File: src/rtl/coax_fifo_pkg.sv
// Shared definitions for the coax level FIFO: default geometry, level-width helper
// and the per-cycle operation encoding.
package coax_fifo_pkg;

  localparam int DEFAULT_WIDTH = 10;
  localparam int DEFAULT_DEPTH = 256;

  // One extra bit so the level can represent DEPTH itself.
  function automatic int level_width(input int depth);
    return $clog2(depth) + 1;
  endfunction

  typedef enum logic [1:0] {
    OP_NONE  = 2'b00,
    OP_WRITE = 2'b01,
    OP_READ  = 2'b10,
    OP_BOTH  = 2'b11
  } fifo_op_e;

endpackage

File: src/rtl/coax_fifo_ram.sv
// Simple dual-port storage for the coax FIFO: one write port, one registered read port.
// The array has no reset so it maps onto block RAM; only the output register resets.
module coax_fifo_ram
  import coax_fifo_pkg::*;
#(
  parameter int WIDTH = DEFAULT_WIDTH,
  parameter int DEPTH = DEFAULT_DEPTH,
  localparam int AW = $clog2(DEPTH)
) (
  input  logic             clk,
  input  logic             reset,
  input  logic             write_en,
  input  logic [AW-1:0]    write_addr,
  input  logic [WIDTH-1:0] write_data,
  input  logic             read_en,
  input  logic [AW-1:0]    read_addr,
  output logic [WIDTH-1:0] read_data
);

  logic [WIDTH-1:0] mem_r [DEPTH];

  // Storage array write port.
  always_ff @(posedge clk) begin
    if (write_en) begin
      mem_r[write_addr] <= write_data;
    end
  end

  // Registered read port; holds its word until the next accepted read.
  always_ff @(posedge clk) begin
    if (reset) begin
      read_data <= {WIDTH{1'b0}};
    end else if (read_en) begin
      read_data <= mem_r[read_addr];
    end
  end

endmodule

File: src/rtl/coax_level_fifo.sv
// Synchronous FIFO with exact level count, programmable watermarks and flush.
// Sticky overflow/underflow flags exist only when COAX_LEVEL_FIFO_ERROR_FLAGS_EN is defined.
module coax_level_fifo
  import coax_fifo_pkg::*;
#(
  parameter int WIDTH = DEFAULT_WIDTH,
  parameter int DEPTH = DEFAULT_DEPTH,
  localparam int LW = level_width(DEPTH)
) (
  input  logic             clk,
  input  logic             reset,
  input  logic             flush,
  input  logic [WIDTH-1:0] write_data,
  input  logic             write_strobe,
  output logic [WIDTH-1:0] read_data,
  input  logic             read_strobe,
  input  logic [LW-1:0]    almost_empty_threshold,
  input  logic [LW-1:0]    almost_full_threshold,
  output logic [LW-1:0]    level,
  output logic             empty,
  output logic             full,
  output logic             almost_empty,
  output logic             almost_full,
  output logic             overflow,
  output logic             underflow,
  input  logic             error_clear
);

  localparam int AW = $clog2(DEPTH);
  localparam logic [LW-1:0] LEVEL_MAX = LW'(DEPTH);

  logic [AW-1:0] wr_ptr_r;
  logic [AW-1:0] rd_ptr_r;
  logic          wr_acc_s;
  logic          rd_acc_s;
  logic [LW-1:0] level_next_s;
  fifo_op_e      op_s;

  // Accept decisions use the registered full/empty, so a read to an empty FIFO is never bypassed.
  always_comb begin
    wr_acc_s = 1'b0;
    rd_acc_s = 1'b0;
    if (reset || flush) begin
      wr_acc_s = 1'b0;
      rd_acc_s = 1'b0;
    end else begin
      wr_acc_s = write_strobe && !full;
      rd_acc_s = read_strobe && !empty;
    end
  end

  assign op_s = fifo_op_e'({rd_acc_s, wr_acc_s});

  always_comb begin
    level_next_s = level;
    if (flush) begin
      level_next_s = {LW{1'b0}};
    end else begin
      case (op_s)
        OP_WRITE: level_next_s = level + LW'(1);
        OP_READ:  level_next_s = level - LW'(1);
        OP_NONE:  level_next_s = level;
        OP_BOTH:  level_next_s = level;
        default:  level_next_s = level;
      endcase
    end
  end

  // Pointers, level and status flags all move on the same edge.
  always_ff @(posedge clk) begin
    if (reset) begin
      wr_ptr_r     <= {AW{1'b0}};
      rd_ptr_r     <= {AW{1'b0}};
      level        <= {LW{1'b0}};
      empty        <= 1'b1;
      full         <= 1'b0;
      almost_empty <= 1'b1;
      almost_full  <= 1'b0;
    end else begin
      if (flush) begin
        wr_ptr_r <= {AW{1'b0}};
        rd_ptr_r <= {AW{1'b0}};
      end else begin
        if (wr_acc_s) wr_ptr_r <= wr_ptr_r + AW'(1);
        if (rd_acc_s) rd_ptr_r <= rd_ptr_r + AW'(1);
      end
      level        <= level_next_s;
      empty        <= (level_next_s == {LW{1'b0}});
      full         <= (level_next_s == LEVEL_MAX);
      almost_empty <= (level_next_s <= almost_empty_threshold);
      almost_full  <= (level_next_s >= almost_full_threshold);
    end
  end

  coax_fifo_ram #(
    .WIDTH (WIDTH),
    .DEPTH (DEPTH)
  ) u_ram (
    .clk        (clk),
    .reset      (reset),
    .write_en   (wr_acc_s),
    .write_addr (wr_ptr_r),
    .write_data (write_data),
    .read_en    (rd_acc_s),
    .read_addr  (rd_ptr_r),
    .read_data  (read_data)
  );

`ifdef COAX_LEVEL_FIFO_ERROR_FLAGS_EN
  logic overflow_r;
  logic underflow_r;
  logic wr_rej_s;
  logic rd_rej_s;

  assign wr_rej_s = write_strobe && full && !flush;
  assign rd_rej_s = read_strobe && empty && !flush;

  // Sticky error flags; a new rejection wins over a simultaneous clear.
  always_ff @(posedge clk) begin
    if (reset) begin
      overflow_r  <= 1'b0;
      underflow_r <= 1'b0;
    end else begin
      if (wr_rej_s)         overflow_r <= 1'b1;
      else if (error_clear) overflow_r <= 1'b0;
      if (rd_rej_s)         underflow_r <= 1'b1;
      else if (error_clear) underflow_r <= 1'b0;
    end
  end

  assign overflow  = overflow_r;
  assign underflow = underflow_r;
`else
  logic unused_error_clear_s;
  assign unused_error_clear_s = error_clear;
  assign overflow  = 1'b0;
  assign underflow = 1'b0;
`endif

endmodule

File: config.mk
export PLATFORM = sky130hd
export DESIGN_NAME = coax_level_fifo
export DESIGN_NICKNAME = d
export VERILOG_FILES = /design/src/rtl/coax_fifo_pkg.sv /design/src/rtl/coax_fifo_ram.sv /design/src/rtl/coax_level_fifo.sv
export SDC_FILE = /design/constraint.sdc
export NUM_CORES = 2
export LEC_CHECK = 0
export ABC_AREA = 0
export BUFFER_PORTS_ARGS = -buffer_cell sky130_fd_sc_hd__buf_2
export CAP_MARGIN = 10
export CORE_MARGIN = 2
export CORE_UTILIZATION = 35
export DETAILED_ROUTE_END_ITERATION = 6
export GPL_ROUTABILITY_DRIVEN = 0
export PLACE_DENSITY_LB_ADDON = 0.05
export SKIP_CTS_REPAIR_TIMING = 1
export SLEW_MARGIN = 20
export SYNTH_ARGS = -nofsm -noshare
export SYNTH_HDL_FRONTEND = slang
export SYNTH_SLANG_ARGS = --single-unit
File: constraint.sdc
create_clock -name clk -period 7.89 [get_ports clk]
set_input_delay 0.789 -clock clk [delete_from_list [all_inputs] [get_ports clk]]
set_output_delay 0.789 -clock clk [all_outputs]
set_load 0.02 [all_outputs]
# ---- Word-level counts from Yosys, hierarchy flattened
# Memories as Yosys holds them, arrays and structs flattened. A register that Yosys moved wholly into a read port is not among the register bits.
# Index checks and enable logic that the tools add are counted.
dict set report totals {
  out_inout_bits 25
  ramBits 2560
  inputBits 34
  n_memories 1
  reg_bits 29
  elab_cells 33
}
dict set report classes {
  muxes 6
  n_lt_le_gt_ge 2
  n_addsub 4
  reduce_logical 9
  n_eq_ne 4
}
# memory words width read_ports rd_clocked_by_memory_dff write_ports line_no
set memory_table {}
lappend memory_table {u_ram.mem_r 256 10 1 1 1 coax_fifo_ram.sv:20} ;# logic [WIDTH-1:0] mem_r [DEPTH];
# operator n
set ops {}
lappend ops {{case mux 9 bit (3 select lines)} 1}
lappend ops {{adder 8 x 1 -> 8 bit (second input constant)} 2}
lappend ops {{adder 9 x 1 -> 9 bit (second input constant)} 1}
lappend ops {{equality test 9 bit (second input constant)} 1}
lappend ops {{greater-or-equal comparator 9 bit} 1}
lappend ops {{<= comparator 9 bit} 1}
lappend ops {{zero test 9 bit} 1}
lappend ops {{two-way mux 9 bit} 1}
lappend ops {{subtractor 9 x 1 -> 9 bit (second input constant)} 1}
lappend ops {{equality test 2 bit (second input constant)} 2}
lappend ops {{two-way mux 1 bit} 4}
lappend ops {{OR reduction 2 bit} 2}
lappend ops {{equality test 2 x 1 -> 1 bit (second input constant)} 1}
lappend ops {{logical AND 1 bit} 2}
lappend ops {{zero test 1 bit} 2}
lappend ops {{zero test 2 bit} 1}
lappend ops {{logical OR 1 bit} 1}

# ---- Depth between registers and ports, before layout
dict set report depth {
  depth_word 8
  depth_mapped 22
  ltp_nobuf 18
}

# ---- By module
# A second synthesis with hierarchy kept.
dict set report hier_totals {
  hier_cells 5067
  hier_area_um2 101781.4
}
# mod n_inst area_each_um2 cells_each seq_area_each_um2
set by_module_without_submodules {}
lappend by_module_without_submodules {coax_fifo_ram 1 99651.8 4806 77073.9}
lappend by_module_without_submodules {coax_level_fifo 1 2129.5 261 580.6}

# ---- Worst setup path after synthesis
# Ideal clock, no wire load.
dict set report synth_path {
  path_type {input to register}
  from {input write_strobe}
  to {register almost_empty}
  t_arrival_ps 4824
  setup_time_ps 125
  slack_ps 2941
  path_stages 21
  path_cell_list {nor2b_1 and2_1 clkbuf_1 buf_1 inv_1 ha_1 buf_2 buf_1 xor2_1 ha_1 and4b_1 a31oi_1 o211ai_1 a2111oi_0 mux2i_1 inv_1 ha_1 nand2_1 nor3_1 nor3_1 o31ai_1}
}
dict set report synth_via {
  elab_chain_cells 7
}
# item line_no
set synth_lines {}
lappend synth_lines {{start, declared} coax_level_fifo.sv:14} ;# input logic write_strobe,
lappend synth_lines {{logical AND 1 bit (*)} coax_level_fifo.sv:47} ;# wr_acc_s = write_strobe && !full;
lappend synth_lines {{two-way mux 1 bit (*)} coax_level_fifo.sv:43} ;# if (reset || flush) begin
lappend synth_lines {{equality test 2 bit or zero test 2 bit (tied branches)} coax_level_fifo.sv:59} ;# case (op_s)
lappend synth_lines {{OR reduction 2 bit (no line)} --}
lappend synth_lines {{case mux 9 bit (3 select lines) (*)} coax_level_fifo.sv:59}
lappend synth_lines {{two-way mux 9 bit (*)} coax_level_fifo.sv:56} ;# if (flush) begin
lappend synth_lines {{via level_next_s[8]} coax_level_fifo.sv:36} ;# logic [LW-1:0] level_next_s;
lappend synth_lines {{<= comparator 9 bit (*)} coax_level_fifo.sv:90} ;# almost_empty <= (level_next_s <= almost_empty_threshold);
lappend synth_lines {{end signal, assigned} coax_level_fifo.sv:90}
lappend synth_lines {{end, declared} coax_level_fifo.sv:22} ;# output logic almost_empty,
# Mark *: on every way through the listed nets, which the timed path passes. The rest lies on a longest branch.
# A chain may end at the register's enable or synchronous reset.

# ---- Worst setup path in the final report
dict set report layout_path {
  from {register full}
  to {register almost_empty}
}
dict set report layout_via {
  elab_chain_cells 8
}
# item line_no
set layout_lines {}
lappend layout_lines {{start, declared} coax_level_fifo.sv:21} ;# output logic full,
lappend layout_lines {{start signal, assigned} coax_level_fifo.sv:89} ;# full <= (level_next_s == LEVEL_MAX);
lappend layout_lines {{zero test 1 bit (*)} coax_level_fifo.sv:47}
lappend layout_lines {{logical AND 1 bit (*)} coax_level_fifo.sv:47}
lappend layout_lines {{two-way mux 1 bit (*)} coax_level_fifo.sv:43}
lappend layout_lines {{equality test 2 bit or zero test 2 bit (tied branches)} coax_level_fifo.sv:59}
lappend layout_lines {{OR reduction 2 bit (no line)} --}
lappend layout_lines {{case mux 9 bit (3 select lines) (*)} coax_level_fifo.sv:59}
lappend layout_lines {{two-way mux 9 bit (*)} coax_level_fifo.sv:56}
lappend layout_lines {{via level_next_s[8]} coax_level_fifo.sv:36}
lappend layout_lines {{<= comparator 9 bit (*)} coax_level_fifo.sv:90}
# Marks and branches as above.

==> reports/qor.csv <==
stage;metric;value;unit
worst_setup_path;crit_fanout;20;
sta;slew_violations;0;
worst_setup_path;crit_path_start;full;
detailed_routing;drt_iter0_markers;4297;
sta;tightest_slew;1.183;ns
grt;grt_pass1_vias;49880;
floorplan;fp-row-count;196;
sta;slew_headroom;21.13;%
floorplan;die_w;539.8;um
synthesis;synth.distinct_cells;68;
grt;gr-usage-all-layers;19.14;%
layout;multi_input_area;0.02162;mm2
detailed_routing;viasPerCell;5.364;
sta;period_minus_slack;4.833;ns
clock_network;clkLatencyLatePin;0.91;ns
synthesis;synth_area;0.1005;mm2
sta;hold_violations;0;
hold_path;holdCritStartpoint;reset;
floorplan;die_h;539.8;um
worst_setup_path;end_kind;register;
layout;drive_gt1_share;24.70;%
synthesis;avgSynthCellArea;20.95;um2
job;cap_violations;0;
clock_network;clk_path_buf_depth;4;
sta;period_share;61.26;%
layout;n_fill_cell;25520;
grt;overflow;0;
clock_network;htree_num_levels;5;
detailed_routing;vias;48260;
synthesis;ys.flop_type;edfxtp_1;
clock_network;root_buffer;clkbuf_16;
floorplan;start_util;35.20;%
clock_network;clk_pin_slew;0.06;ns
detailed_routing;firstDrtPassIters;5;
synthesis;yosys_warnings;0;
sta;setup_tns;0;ns
floorplan;die_area;0.2914;mm2
worst_setup_path;critPathLaunchType;register;
clock_network;tritoncts;yes;
detailed_routing;final_antenna_net_count;0;
synthesis;async_flop_share;0;%
hold_path;hold_end;level[8];
floorplan;coreArea;0.2855;mm2
clock_network;clock_sinks;2599;
sta;setup_violations;0;
worst_setup_path;critical_path_class;register to register;
detailed_routing;routed_wl;282500;um
worst_setup_path;cp.required;8.65;ns
layout;regArea;0.07767;mm2
layout;nets;5061;
clock_network;cts_buffers;294;
grt;antenna_found_initial;18;
grt;grt_max_degree;169;
outcome;outcome;complete, no violations;
power_and_ir_drop;power_leakage;34.31;nW
worst_setup_path;arrival;5.59;ns
synthesis;ys_seq_elements;2599;
hold_path;hp-class;primary input to register;
layout;syn_to_final_growth;14.71;%
worst_setup_path;r2r_slack;3.06;ns
power_and_ir_drop;p_per_area;251.6;mW/mm2
sta;fin_skew;0.05906;ns
synthesis;syn_inst;4796;
detailed_routing;wl_per_cell;31.40;um
synthesis;synth-seq-area-share;77.29;%
layout;post-route-util;40.38;%
detailed_routing;drcViolationCount;0;
synthesis;synth_edf_count;2560;
grt;grt_pass1_wl;395900;um
placed_design;numPortBuffers;55;
sta;fmax;0.2069;GHz
worst_setup_path;worstReg2RegStart;full;
placed_design;place_hpwl;160500;um
sta;rsz0062_at_grt;false;
worst_setup_path;ff2ff_path_depth;19;
power_and_ir_drop;vdd_drop_max;0.1776;mV
worst_setup_path;r2r-end;almost_empty;
floorplan;io_pins;59;
hold_path;hold_depth;2;
==> cell usage after synthesis, types with 28 or more instances <==
master    count  share of area, %
a21oi_1      64              0.32
nor2_1      312               1.2
clkbuf_1    167              0.62
a211oi_1     39              0.29
a22oi_1      92              0.69
nor2b_1      28              0.17
mux4_2      568                13
edfxtp_1   2560                77
dfxtp_1      39              0.78
o221ai_1     44              0.38
mux2i_1     171               1.7
a221oi_1     55              0.48
buf_2        78              0.39
nand3_1      61              0.30
a22o_1       54              0.47
o22ai_1      58              0.36
nand2_1      71              0.27
o21ai_0      47              0.23
==> kinds of logic after synthesis <==
group / synth area share (%)
adders and majority gates: 0.3238
DFF: 77.29
AOI/OAI and AO/OA: 3.796
other: 0.003732
and+or+nand+nor: 2.468
buffers and inverters: 1.515
muxes: 14.47
xor gates and xnor gates: 0.1395
==> registers in the layout, indices dropped and copies added, names as in the netlist <==
register and count:
almost_empty 1, almost_full 1, empty 1, full 1, level 9, rd_ptr_r 8
u_ram.mem_r 2560, u_ram.read_data 10, wr_ptr_r 8
==> metal layers <==
layer | track usage [%] | vias to the layer above | part of all wire [%]
li1 | - | 20550 | -
met1 | 27.67 | 26220 | 46
met2 | 30.32 | 1121 | 47
met3 | 3.117 | 368 | 4.8
met4 | 4.558 | 0 | 2.3
met5 | 0 | - | 0
==> worst max-delay path, stage by stage (launching register included) <==
cell       delay (ns)
dfxtp_1          0.30
nor2b_1          0.47
and2_1           0.21
buf_4            0.29
inv_1            0.13
ha_1             0.43
xor2_1           0.25
ha_1             0.27
and4b_1          0.21
a31oi_1          0.06
o21ai_0          0.23
a21oi_1          0.09
a2111oi_0        0.52
mux2i_1          0.42
inv_1            0.11
ha_1             0.31
nand2_1          0.07
nor3_1           0.05
nor3_1           0.18
o31ai_1          0.09
==> power by group <==
group / switching [mW] / leakage, nW / internal (mW)
sequential: 0.00334 / 23.3 / 15.2
combinational: 0.309 / 6.46 / 0.0613
clock: 5.64 / 4.53 / 7.82
==> through the flow <==
| step | area [um2] | setup WS, ns | instances | power (mW) | hold slack [ns] |
|---|---|---|---|---|---|
| 6_report | 115300 | 3.057 | 8997 | 29.00 | 0.2638 |
| 4_1_cts | 115100 | 2.994 | 8992 | 29.39 | 0.1943 |
| 5_1_grt | 115200 | 2.537 | 8993 | 29.89 | 0.2372 |
| 2_1_floorplan | 100500 | 2.941 | 4797 | 15.53 | 0.5269 |
| 3_5_place_dp | 105800 | 2.436 | 8467 | 15.85 | 0.5718 |
| 3_3_place_gp | 105700 | 2.303 | 8467 | 15.83 | 0.5555 |
==> cell type report <==
| cell class | count | share of cell area, % |
|---|---|---|
| sequential | 2599 | 67.39 |
| inverter | 27 | 0.08793 |
| clock buffer | 370 | 6.732 |
| timing repair buffer | 215 | 1.574 |
| tap | 3762 | 4.084 |
| multi-input combinational | 1864 | 18.76 |
| clock inverter | 155 | 1.368 |
| antenna | 5 | 0.01086 |
==> placed cells by master, fill, tap and decap left out, drive strengths merged, types with 22 or more instances in the layout <==
cell type and n:
o22ai 58, a221oi 57, nor2b 28, o221ai 44, inv 39, a211oi 39
buf 215, a21oi 64, a22o 54, nand2 71, clkinv 110, dfxtp 39
o21ai 48, nand4 22, clkbuf 370, mux2i 171, edfxtp 2560, ha 26
nor2 312, a22oi 92, bufinv 25, mux4 568, nand3 61
==> worst max-delay path by stage <==
stage / to / slack [ns] / depth (start not counted)
3_3_place_gp: almost_empty / 2.30 / 20
3_5_place_dp: almost_empty / 2.44 / 20
2_1_floorplan: almost_empty / 2.94 / 21
5_1_grt: almost_empty / 2.54 / 19
4_1_cts: almost_empty / 2.99 / 19
6_report: almost_empty / 3.06 / 19
Note: power is estimated with default switching activity, not from simulation.
